[config.mk]
export PLATFORM = sky130hd
export DESIGN_NAME = retospect_bs_loader_flat
export DESIGN_NICKNAME = d
export VERILOG_FILES = /design/src/rtl/retospect_bs_loader_if.sv /design/src/rtl/retospect_bs_loader.sv /design/src/flat_wrapper.sv
export SDC_FILE = /design/constraint.sdc
export NUM_CORES = 1
export LEC_CHECK = 0
export ABC_AREA = 1
export BUFFER_PORTS_ARGS = -buffer_cell sky130_fd_sc_hd__buf_2
export CORE_ASPECT_RATIO = 0.5
export CORE_MARGIN = 2
export CORE_UTILIZATION = 28
export CTS_CLUSTER_DIAMETER = 80
export DETAILED_ROUTE_END_ITERATION = 10
export GPL_TIMING_DRIVEN = 0
export PLACE_DENSITY_LB_ADDON = 0.3
export SLEW_MARGIN = 40
export SYNTH_ARGS = -nofsm -noshare
export SYNTH_HDL_FRONTEND = slang
export SYNTH_SLANG_ARGS = --single-unit
[constraint.sdc]
create_clock -name clk -period 2 [get_ports clk]
set_input_delay 0.3 -clock clk [delete_from_list [all_inputs] [get_ports clk]]
set_output_delay 0.3 -clock clk [all_outputs]
set_load 0.1 [all_outputs]
[src/rtl/retospect_bs_loader_if.sv]
// retospect_bs_loader_if: host byte port and readback strobe for the bitstream loader
interface retospect_bs_loader_if;
  logic [7:0] byte_data;
  logic       byte_valid;
  logic       byte_ready;
  logic [7:0] rd_data;
  logic       rd_valid;
  modport master (output byte_data, byte_valid, input byte_ready, rd_data, rd_valid);
  modport slave (input byte_data, byte_valid, output byte_ready, rd_data, rd_valid);
endinterface

[src/rtl/retospect_bs_loader.sv]
// retospect_bs_loader: serializes host bytes LSB-first into the config chain and returns readback
module retospect_bs_loader #(
  parameter int CHAIN_LEN = 523,
  parameter int CNT_W     = 10,
  parameter bit ARM_NN    = 1
) (
  input  logic                   clk,
  input  logic                   reset,
  input  logic                   start,
  retospect_bs_loader_if.slave   bus,
  output logic                   config_en,
  output logic                   cfg_bs,
  input  logic                   cfg_bs_ret,
  output logic                   reset_nn,
  output logic                   busy,
  output logic                   done,
  output logic                   underrun
);
  localparam int NB = (CHAIN_LEN + 7) / 8;
  typedef enum logic [2:0] {IDLE, WAIT, SHIFT, ARM, DONE} state_t;
  state_t           r_state, w_next;
  logic [7:0]       r_hold, r_sreg, r_rb, r_rd_data, w_rb;
  logic             r_hold_valid, r_rd_valid, r_underrun;
  logic [2:0]       r_bit_idx;
  logic [CNT_W-1:0] r_total, r_nbytes;
  logic             w_last, w_bound, w_load, w_accept, w_start;
  assign w_start  = r_state == IDLE && start;
  assign w_last   = r_state == SHIFT && r_total == CNT_W'(CHAIN_LEN - 1);
  assign w_bound  = r_state == SHIFT && r_bit_idx == 3'd7 && !w_last;
  assign w_load   = (r_state == WAIT || w_bound) && r_hold_valid;
  assign w_accept = bus.byte_valid && bus.byte_ready;
  // bits above the current position are masked so a partial final byte reads back with zero upper bits
  assign w_rb = (r_rb & ((8'd1 << r_bit_idx) - 8'd1)) | (8'(cfg_bs_ret) << r_bit_idx);
  always_ff @(posedge clk)
    if (reset) r_state <= IDLE;
    else r_state <= w_next;
  always_comb begin
    w_next = r_state;
    case (r_state)
      IDLE:    w_next = start ? WAIT : IDLE;
      WAIT:    w_next = r_hold_valid ? SHIFT : WAIT;
      SHIFT:   w_next = w_last ? (ARM_NN ? ARM : DONE) : (w_bound && !r_hold_valid) ? IDLE : SHIFT;
      ARM:     w_next = DONE;
      DONE:    w_next = IDLE;
      default: w_next = IDLE;
    endcase
  end
  always_comb begin
    bus.byte_ready = (r_state == WAIT || r_state == SHIFT) && !r_hold_valid && r_nbytes < CNT_W'(NB);
    config_en      = r_state == SHIFT;
    cfg_bs         = r_state == SHIFT && r_sreg[0];
    reset_nn       = r_state == ARM;
    busy           = r_state != IDLE;
    done           = r_state == DONE;
  end
  always_ff @(posedge clk) begin
    if (reset) begin
      r_hold       <= '0;
      r_hold_valid <= 1'b0;
      r_sreg       <= '0;
      r_rb         <= '0;
      r_rd_data    <= '0;
      r_rd_valid   <= 1'b0;
      r_underrun   <= 1'b0;
      r_bit_idx    <= '0;
      r_total      <= '0;
      r_nbytes     <= '0;
    end else begin
      r_rd_valid   <= w_last || w_bound;
      r_hold_valid <= w_accept || (r_hold_valid && !w_load && !w_start);
      if (w_last || w_bound) r_rd_data <= w_rb;
      if (w_start) begin
        r_total    <= '0;
        r_nbytes   <= '0;
        r_underrun <= 1'b0;
      end
      if (w_accept) begin
        r_hold   <= bus.byte_data;
        r_nbytes <= r_nbytes + CNT_W'(1);
      end
      if (r_state == SHIFT) begin
        r_sreg    <= r_sreg >> 1;
        r_rb      <= w_rb;
        r_bit_idx <= r_bit_idx + 3'd1;
        r_total   <= r_total + CNT_W'(1);
      end
      if (w_load) begin
        r_sreg    <= r_hold;
        r_bit_idx <= '0;
      end
      if (w_bound && !r_hold_valid) r_underrun <= 1'b1;
    end
  end
  assign bus.rd_data  = r_rd_data;
  assign bus.rd_valid = r_rd_valid;
  assign underrun     = r_underrun;
endmodule
[src/flat_wrapper.sv]
// flat-port wrapper written by rule: the top's interface ports become plain ports
module retospect_bs_loader_flat 
#(
  parameter int CHAIN_LEN = 523,
  parameter int CNT_W     = 10,
  parameter bit ARM_NN    = 1
)
  (clk, reset, start, config_en, cfg_bs, cfg_bs_ret, reset_nn, busy, done, underrun, bus_byte_data, bus_byte_valid, bus_byte_ready, bus_rd_data, bus_rd_valid);
  retospect_bs_loader_if bus_i ();
  input  logic clk;
  input  logic reset;
  input  logic start;
  output logic config_en;
  output logic cfg_bs;
  input  logic cfg_bs_ret;
  output logic reset_nn;
  output logic busy;
  output logic done;
  output logic underrun;
  input wire logic [$bits(bus_i.byte_data)-1:0] bus_byte_data;
  input wire logic [$bits(bus_i.byte_valid)-1:0] bus_byte_valid;
  output wire logic [$bits(bus_i.byte_ready)-1:0] bus_byte_ready;
  output wire logic [$bits(bus_i.rd_data)-1:0] bus_rd_data;
  output wire logic [$bits(bus_i.rd_valid)-1:0] bus_rd_valid;
  assign bus_i.byte_data = bus_byte_data;
  assign bus_i.byte_valid = bus_byte_valid;
  assign bus_byte_ready = bus_i.byte_ready;
  assign bus_rd_data = bus_i.rd_data;
  assign bus_rd_valid = bus_i.rd_valid;
  retospect_bs_loader #(.CHAIN_LEN(CHAIN_LEN), .CNT_W(CNT_W), .ARM_NN(ARM_NN)) u_core (.clk(clk), .reset(reset), .start(start), .bus(bus_i), .config_en(config_en), .cfg_bs(cfg_bs), .cfg_bs_ret(cfg_bs_ret), .reset_nn(reset_nn), .busy(busy), .done(done), .underrun(underrun));
endmodule
==> results of run 1 <==
==> per-layer routing <==
metal | GRT usage (%) | share of wire, %
met1 | 17.4 | 47
met2 | 24.3 | 47
met3 | 4.00 | 3.5
met4 | 5.65 | 2.3
met5 | 0 | 0
==> timing repair <==
item	4_1_cts	5_1_grt
endpoints found under the setup margin	9	11
setup buffers	0	3
gates resized for setup	11	13
==> cells in the mapped netlist, types with 4 or more instances <==
cell type  count
nand2_1       86
inv_2          8
or2_2          4
dfxtp_1       61
buf_2          4
nor2_1        36
nand4_1       13
ha_1          10
inv_1         54
o21ai_0       28
o21bai_1       4
nand3_1       44
clkbuf_1       8
nor3_1         8
o21a_1         4
a21oi_1       33
==> through the flow <==
step | setup TNS, ns | area (µm²) | cells
2_1_floorplan | 0 | 3080 | 434
3_3_place_gp | -0.305 | 3390 | 602
3_5_place_dp | -0.327 | 3390 | 602
4_1_cts | 0 | 3680 | 617
5_1_grt | 0 | 3730 | 620
6_report | 0 | 3730 | 620
==> critical path: cells and delay by family, from the launching register on <==
family	cells	cell delay (ns)
AO/OA/AOI/OAI	1	0.30
buffers and inverters	3	0.50
adder cells (fa/ha/maj)	2	0.37
AND/OR/NAND/NOR	2	0.22
flip-flops	1	0.39
==> flip-flops by register name, indices dropped and copies added (netlist names) <==
register,count
u_core.r_bit_idx,3
u_core.bus.rd_valid,1
u_core.r_sreg,8
u_core.r_hold_valid,1
u_core.r_total,10
u_core.underrun,1
u_core.r_nbytes,10
u_core.r_hold,8
u_core.r_state,3
u_core.bus.rd_data,8
u_core.r_rb,8
==> final timing paths <==
path,end,cells past startpoint,from
max reg2reg,u_core.bus.rd_data[2]$_SDFFE_PP0P_,8,u_core.r_bit_idx[1]$_SDFFE_PP0P_
min reg2reg,u_core.r_nbytes[7]$_SDFFE_PP0P_,2,u_core.r_nbytes[7]$_SDFFE_PP0P_
max,u_core.bus.rd_data[2]$_SDFFE_PP0P_,8,u_core.r_bit_idx[1]$_SDFFE_PP0P_
min,u_core.r_hold[0]$_SDFFE_PP0P_,3,bus_byte_data[0]
==> power by group <==
part	leakage (nW)	switching (mW)	internal, mW
sequential	0.494	0.0143	1.24
clock	0.129	0.529	0.861
combinational	1.01	0.172	0.0728
total	1.63	0.715	2.17
==> area by class of cell <==
cell class                 instances  area, µm²  share of cell area (%)
buffer                            16       97.6                    2.61
clock buffer                      13        250                    6.70
clock inverter                     2       10.0                   0.268
inverter                          62        233                    6.24
multi-input combinational        295       1540                    41.4
sequential                        61       1230                    32.9
tap                              140        175                    4.69
timing repair buffer              31        194                    5.20
==> kinds of logic after synthesis <==
group,share of synthesized area [%]
AND/OR/NAND/NOR,31.3
adder cells (fa/ha/maj),4.09
AO/OA/AOI/OAI,14.2
flip-flops,39.9
buffers and inverters,10.5
==> out/qor.txt, run 1 <==
Crit path capture type = flip-flop
DRT Pass-1 Iters = 5
WP data required = 2.22 ns
CP max stage delay = 0.39 ns
CTS Buf Count = 9
Largest net degree at the start of global routing = 11
Final worst slack = 0.107 ns
Synth Register Bits = 61
Layout cell share with drive strength beyond 1 = 18.5%
Clock Sinks = 61
Synth top area share = 39.9%
Hold-fix buffers, CTS = 0
Final min period = 1.89 ns
Largest cells by area after synthesis = dfxtp_1 40%, nand2_1 11%, nand3_1 7.2%, inv_1 6.6%, a21oi_1 5.4%
Post-synthesis area per instance = 7.05 µm²
Final Max Tran Viols = 0
DRC viols = 0
Clock buffer depth = 2
GR Overflow Total = 0
CP Launch Type = flip-flop
Place WS = -0.0875 ns
Worst-path fanout max = 10
Main synth FF type = dfxtp_1
GR Util All Layers = 14.4%
Number of port buffers = 28
Netlist cell types = 35
Mapped cell area = 3060 µm²
HPWL after DPL = 5510 µm
Core Footprint = 10400 µm²
Status = completed
Fmax = 0.528 GHz
Clk Latency, worst-skew pair = 0.33 ns
CP max stage cell = dfxtp_4
Vias = 2915
Layout Utilization = 35.9%
Drt wl/cell = 12.8 µm
Relative slew slack = 54.9%
Die width = 152 µm
Final total power = 2.89 mW
Fillers = 1125
Final WL = 7950 µm
Setup CP Type = reg -> reg
EDFF count, synth = 0
NumNets Final = 499
Worst Tran Pin Value = 0.677 ns
R2r setup slk = 0.11 ns
Htree depth = 3
I/O pin count = 29
Initial Util = 29.4%
Antenna violations before repair = 0
Iteration-0 DRC Markers = 140
Endpoints failing hold = 0
Worst clock skew = 0.00395 ns
Number of global-route vias before repair = 2816
Worst path cell trace = ha_1 -> ha_1 -> inv_1 -> o21ai_1 -> buf_4 -> inv_1 -> nor2_1 -> nor2_1
First-pass GRT wire length = 13400 µm
Layout overhead on the synthesized area = 22.1%
Sequential area share after synthesis = 39.9%
Final ANT Viol Nets = 0
Root buf cell = clkbuf_16
Gp weighted congestion = 0.827
Commonest non-fill, non-tap cells in the layout = 86 x nand2_1, 59 x dfxtp_1, 51 x inv_1, 43 x nand3_1, 34 x nor2_1
Die ar. = 11800 µm²
Standard-cell rows = 26
RSZ-0062 raised after global routing = false
Async set-or-reset flop fraction in the synthesized netlist = 0%
Fin Hold WS = 0.220 ns
Clk slew on worst S/H paths = 0.05 ns
Via/cell ratio = 4.70
Pwr/cell area = 773 nW/µm²
Final worst-path cycle share = 94.7%
Worst Path Arrival = 2.11 ns
Leakage = 1.63 nW
Die Span Y = 77.9 µm
Commonest non-fill, non-tap cell in the layout = nand2_1
Worst VDD drop = 360 µV
CTS tree = done
Max Cap Viol = 0
HP Class = in -> reg
Post-synthesis cell count = 434
Ant. Diodes = 0
Yosys warnings = 0
Cell taking the most area after synthesis = dfxtp_1
Post-Syn Nets = 457
# setup viols final = 0
(Power assumes the default switching activity.)
==> inputs of run 2 (changes only) <==
--- a/config.mk
+++ b/config.mk
@@ -9,7 +9,7 @@
 export BUFFER_PORTS_ARGS = -buffer_cell sky130_fd_sc_hd__buf_2
 export CORE_ASPECT_RATIO = 0.5
 export CORE_MARGIN = 2
-export CORE_UTILIZATION = 28
+export CORE_UTILIZATION = 45
 export CTS_CLUSTER_DIAMETER = 80
 export DETAILED_ROUTE_END_ITERATION = 10
 export GPL_TIMING_DRIVEN = 0
==> run 2 against run 1 <==
- routed wire length fell by 11%
- setup slack got worse by 0.026 ns
- hold slack worse by 0.0056 ns
- core utilization increased by 21 points
- clock power grew 28%
- global-route usage increased by 6.4 points
- count of clock-buffer cells in the layout decreased by 1
- via count fell by 1.3%
==> out/qor.txt, run 2 (synthesis results as in run 1) <==
Status = completed
Worst path cell trace = inv_2 -> nand3_2 -> buf_6 -> clkbuf_2 -> nor2_2 -> buf_12
Clk Latency, worst-skew pair = 0.33 ns (about the same)
Fin Hold WS = 0.214 ns (-0.00558 ns)
Htree depth = 3 (unchanged)
Vias = 2878 (-1.3%)
Commonest non-fill, non-tap cell in the layout = nand2_1
Final worst-path cycle share = 96.0% (+1.3 points)
Die Span Y = 62.3 µm (-20%)
Hold-fix buffers, CTS = 0 (unchanged)
Worst-path fanout max = 10 (unchanged)
Post-layout instance area = 3760 µm² (+0.84%)
R2R depth = 8 (unchanged)
Initial Util = 46.2% (+17 points)
Antenna violations before repair = 0 (unchanged)
Pwr/cell area = 872 nW/µm² (+13%)
Root buf cell = clkbuf_16
DRT Pass-1 Iters = 4 (-1)
CP Launch Type = flip-flop
Final total power = 3.28 mW (+14%)
DRC viols = 0 (unchanged)
Standard-cell rows = 21 (-19%)
Final min period = 1.92 ns (+0.0262 ns)
CP max stage cell = dfxtp_2
NumNets Final = 500 (+0.20%)
Layout overhead on the synthesized area = 23.1%
WP data required = 1.70 ns (-0.52 ns)
First-pass GRT wire length = 12300 µm (-8.0%)
Final worst slack = 0.0807 ns (-0.0262 ns)
I/O pin count = 29 (unchanged)
Clk slew on worst S/H paths = 0.05 ns (about the same)
Place WS = -0.0273 ns (+0.0601 ns)
Final WL = 7060 µm (-11%)
Commonest non-fill, non-tap cells in the layout = 86 x nand2_1, 58 x dfxtp_1, 51 x inv_1, 43 x nand3_1, 34 x nor2_1
Clock buffer depth = 2 (unchanged)
CP max stage delay = 0.34 ns (-0.05 ns)
# setup viols final = 0 (unchanged)
Max Cap Viol = 0 (unchanged)
Number of port buffers = 28 (unchanged)
CTS tree = done
Worst Path Arrival = 1.62 ns (-0.49 ns)
Via/cell ratio = 5.01 (+6.6%)
Die width = 121 µm (-21%)
Worst VDD drop = 463 µV (+29%)
Fmax = 0.521 GHz (-1.4%)
CTS Buf Count = 9 (unchanged)
Endpoints failing hold = 0 (unchanged)
Drt wl/cell = 12.3 µm (-4.1%)
Crit path capture type = output pin
Core Footprint = 6620 µm² (-36%)
Gp weighted congestion = 0.882 (+6.6%)
Number of global-route vias before repair = 2727 (-3.2%)
Iteration-0 DRC Markers = 163 (+16%)
Die ar. = 7510 µm² (-36%)
HPWL after DPL = 4980 µm (-9.6%)
Worst Tran Pin Value = 0.575 ns (-0.102 ns)
Worst hold path depth = 3 (unchanged)
GR Overflow Total = 0 (unchanged)
Placed cell areas = 3330 µm² (-1.8%)
Largest net degree at the start of global routing = 11 (unchanged)
Largest regs = u_core.r_nbytes (10), u_core.r_total (10)
Clock Sinks = 61 (unchanged)
Ant. Diodes = 0 (unchanged)
RSZ-0062 raised after global routing = false
GR Util All Layers = 20.9% (+6.4 points)
Worst clock skew = 0.00553 ns (+0.00158 ns)
Setup CP Type = reg -> out
HP Class = in -> reg
Leakage = 1.68 nW (+2.7%)
Relative slew slack = 61.6% (+6.8 points)
Final Max Tran Viols = 0 (unchanged)
Layout cell share with drive strength beyond 1 = 19.1% (+0.55 points)
Final ANT Viol Nets = 0 (unchanged)
[run 2: layout make-up]
cell class                 count  area, µm²
fill                         658       2860
multi-input combinational    295       1540
sequential                    61       1230
clock buffer                  12        246
inverter                      62        233
timing repair buffer          32        210
tap                           92        115
clock inverter                 4       95.1
buffer                        16       95.1
[run 2: worst paths after layout]
path / start / end / slack, ns
setup reg to reg: u_core.r_bit_idx[0]$_SDFFE_PP0P_ / u_core.bus.rd_data[3]$_SDFFE_PP0P_ / 0.19
hold reg to reg: u_core.r_nbytes[8]$_SDFFE_PP0P_ / u_core.r_nbytes[8]$_SDFFE_PP0P_ / 0.44
hold / removal: bus_byte_data[1] / u_core.r_hold[1]$_SDFFE_PP0P_ / 0.21
setup / recovery: u_core.r_state[2]$_SDFF_PP0_ / cfg_bs / 0.08
[run 2: timing repair]
action                     in CTS  in global routing
pin swaps                       0                  1
setup endpoints to repair       5                 14
hold endpoints to repair        0                  0
buffers inserted                0                  4
gates cloned                    0                  0
gates resized for setup         8                 17
[run 2: critical path, delay by kind of cell (launching register included)]
| family | cells | cell delay [ns] |
|---|---|---|
| buf+inv | 4 | 0.68 |
| flops | 1 | 0.34 |
| simple gates | 2 | 0.28 |
[run 2: per-layer routing]
metal / up-vias / share of wire (%) / global-route usage (%) / routed length [µm]
met5: - / 0 / 0 / 0
met4: 0 / 2.0 / 7.41 / 142
met3: 11 / 3.6 / 7.90 / 254
met2: 45 / 45 / 32.7 / 3150
met1: 1310 / 50 / 26.3 / 3510
li1: 1512 / - / - / -
[run 2: power by group]
group          total (mW)  internal (mW)  switching [mW]  leakage, nW
logic               0.246         0.0783           0.167         1.01
registers            1.25           1.24          0.0147        0.495
clock network        1.78           1.25           0.534        0.167
[run 2: per-stage QoR]
step,util (%),setup TNS [ns],instances
6_report,56.8,0,574
5_1_grt,56.8,0,574
3_5_place_dp,50.3,-0.0273,554
2_1_floorplan,-,0,434
3_3_place_gp,50.3,-0.00958,554
4_1_cts,55.8,0,570
==> inputs of run 3 (changes only) <==
--- a/config.mk
+++ b/config.mk
@@ -10,6 +10,7 @@
 export CORE_ASPECT_RATIO = 0.5
 export CORE_MARGIN = 2
 export CORE_UTILIZATION = 45
+export CTS_BUF_LIST = sky130_fd_sc_hd__clkbuf_8
 export CTS_CLUSTER_DIAMETER = 80
 export DETAILED_ROUTE_END_ITERATION = 10
 export GPL_TIMING_DRIVEN = 0
==> run 3 against run 2 <==
- routed wire length fell by 0.86%
- sequential share of layout area rose by 1.1 points
- sequential power hardly changed
- critical path depth unchanged
- via count is 0.49% lower
- design area shrank 3.1%
- clock skew up 0.0030 ns
- largest power group unchanged
- highest routed layer unchanged
==> out/qor.txt, run 3 (synthesis results as in run 1) <==
Via/cell ratio = 5.00 (-0.31%)
Status = completed
Iteration-0 DRC Markers = 183 (+12%)
HPWL after DPL = 4980 µm (unchanged)
Fin Hold WS = 0.188 ns (-0.0269 ns)
Vias = 2864 (-0.49%)
Relative slew slack = 61.7% (about the same)
FF+latch area = 1230 µm² (+0.20%)
Setup CP Type = reg -> out
Initial Util = 46.2% (unchanged)
Die ar. = 7510 µm² (unchanged)
Crit path capture type = output pin
NumNets Final = 499 (-0.20%)
CTS tree = done
GR Util All Layers = 20.4% (-0.51 points)
Pwr/cell area = 777 nW/µm² (-11%)
Final WL = 7000 µm (-0.86%)
Clock Sinks = 61 (unchanged)
Number of port buffers = 28 (unchanged)
DRT Pass-1 Iters = 6 (+2)
Commonest non-fill, non-tap cells in the layout = 86 x nand2_1, 56 x dfxtp_1, 54 x inv_1, 43 x nand3_1, 34 x nor2_1
Layout Cells excl Fill = 573 (-0.17%)
Final ANT Viol Nets = 0 (unchanged)
Hold-fix buffers, CTS = 0 (unchanged)
Standard-cell rows = 21 (unchanged)
HP Class = in -> reg
DP Cell Count = 554 (unchanged)
Gp weighted congestion = 0.882 (unchanged)
Core Footprint = 6620 µm² (unchanged)
Final min period = 1.93 ns (+0.00687 ns)
Fmax = 0.519 GHz (-0.36%)
Die Span Y = 62.3 µm (unchanged)
DRC viols = 0 (unchanged)
Clock buffer depth = 2 (unchanged)
Post-layout instance area = 3650 µm² (-3.1%)
Worst Path Arrival = 1.63 ns (about the same)
# setup viols final = 0 (unchanged)
Largest net degree at the start of global routing = 19 (+8)
Worst VDD drop = 350 µV (-24%)
Placed cell areas = 3330 µm² (unchanged)
Number of global-route vias before repair = 2703 (-0.88%)
Final Max Tran Viols = 0 (unchanged)
Ant. Diodes = 0 (unchanged)
Fin Setup TNS = 0 ns (unchanged)
Worst clock skew = 0.00850 ns (+0.00297 ns)
Endpoints failing hold = 0 (unchanged)
WP data required = 1.70 ns (about the same)
Leakage = 1.63 nW (-2.8%)
I/O pin count = 29 (unchanged)
Antenna violations before repair = 0 (unchanged)
Clk Latency, worst-skew pair = 0.35 ns (+0.02 ns)
Worst Tran Pin Value = 0.575 ns (-0.000260 ns)
Clk slew on worst S/H paths = 0.07 ns (+0.02 ns)
Layout cell share with drive strength beyond 1 = 19.1% (+0.040 points)
Final worst-path cycle share = 96.3% (+0.34 points)
Layout overhead on the synthesized area = 19.3%
Worst-path fanout max = 10 (unchanged)
Drt wl/cell = 12.2 µm (-0.69%)
R2r setup slk = 0.18 ns (about the same)
Root buf cell = clkbuf_8
First-pass GRT wire length = 12000 µm (-2.4%)
CP Launch Type = flip-flop
GR Overflow Total = 0 (unchanged)
Largest regs = u_core.r_nbytes (10), u_core.r_total (10)
Multi-input gate area = 1540 µm² (unchanged)
CTS Buf Count = 9 (unchanged)
Fillers = 672 (+2.1%)
Die width = 121 µm (unchanged)
Htree depth = 3 (unchanged)
Commonest non-fill, non-tap cell in the layout = nand2_1
Max Cap Viol = 0 (unchanged)
-- run 3: per-layer routing --
| metal | track usage [%] | wire, µm |
|---|---|---|
| met1 | 25.5 | 3370 |
| met2 | 32.1 | 3100 |
| met3 | 5.42 | 358 |
| met4 | 10.8 | 170 |
| met5 | 0 | 0 |
-- run 3: cell type report --
| type | count | share of cell area [%] |
|---|---|---|
| Sequential cell | 61 | 33.8 |
| Clock buffer | 10 | 3.77 |
| Buffer | 15 | 2.30 |
| Timing Repair Buffer | 32 | 5.42 |
| Inverter | 62 | 6.55 |
| Clock inverter | 6 | 2.81 |
| Multi-Input combinational cell | 295 | 42.2 |
| Tap cell | 92 | 3.16 |
-- run 3: path summary, 6_finish.rpt --
| kind | cells after the start | end | startpoint |
|---|---|---|---|
| max | 6 | cfg_bs | u_core.r_state[2]$_SDFF_PP0_ |
| min | 3 | u_core.r_hold[1]$_SDFFE_PP0P_ | bus_byte_data[1] |
| max reg2reg | 11 | u_core.r_rb[3]$_SDFFE_PP0P_ | u_core.r_bit_idx[0]$_SDFFE_PP0P_ |
| min reg2reg | 2 | u_core.r_nbytes[8]$_SDFFE_PP0P_ | u_core.r_nbytes[8]$_SDFFE_PP0P_ |
-- run 3: timing repair --
item,4_1_cts,5_1_grt
setup endpoints to repair,5,8
setup buffers,0,4
pin swaps,0,0
resized for setup,12,10
-- run 3: per-stage QoR --
| step | worst slack (ns) | utilization [%] | power (mW) |
|---|---|---|---|
| 2_1_floorplan | 0.0176 | - | 1.44 |
| 3_3_place_gp | -0.00958 | 50.3 | 1.50 |
| 3_5_place_dp | -0.0273 | 50.3 | 1.50 |
| 4_1_cts | 0.0154 | 54.4 | 2.86 |
| 5_1_grt | -0.00758 | 55.1 | 2.93 |
| 6_report | 0.0738 | 55.1 | 2.83 |
-- run 3: critical path, cell delays in order, from the launching register on --
cell and delay [ns]:
dfxtp_2 0.35, inv_4 0.08, nand3_2 0.09, buf_6 0.15, clkbuf_2 0.22, nor2_2 0.14, buf_6 0.23
-- run 3: where the power goes --
part,total (mW),internal [mW],switching [mW],leakage [nW]
Sequential,1.25,1.24,0.0148,0.496
Combinational,0.240,0.0745,0.166,1.00
Clock,1.34,0.851,0.491,0.129
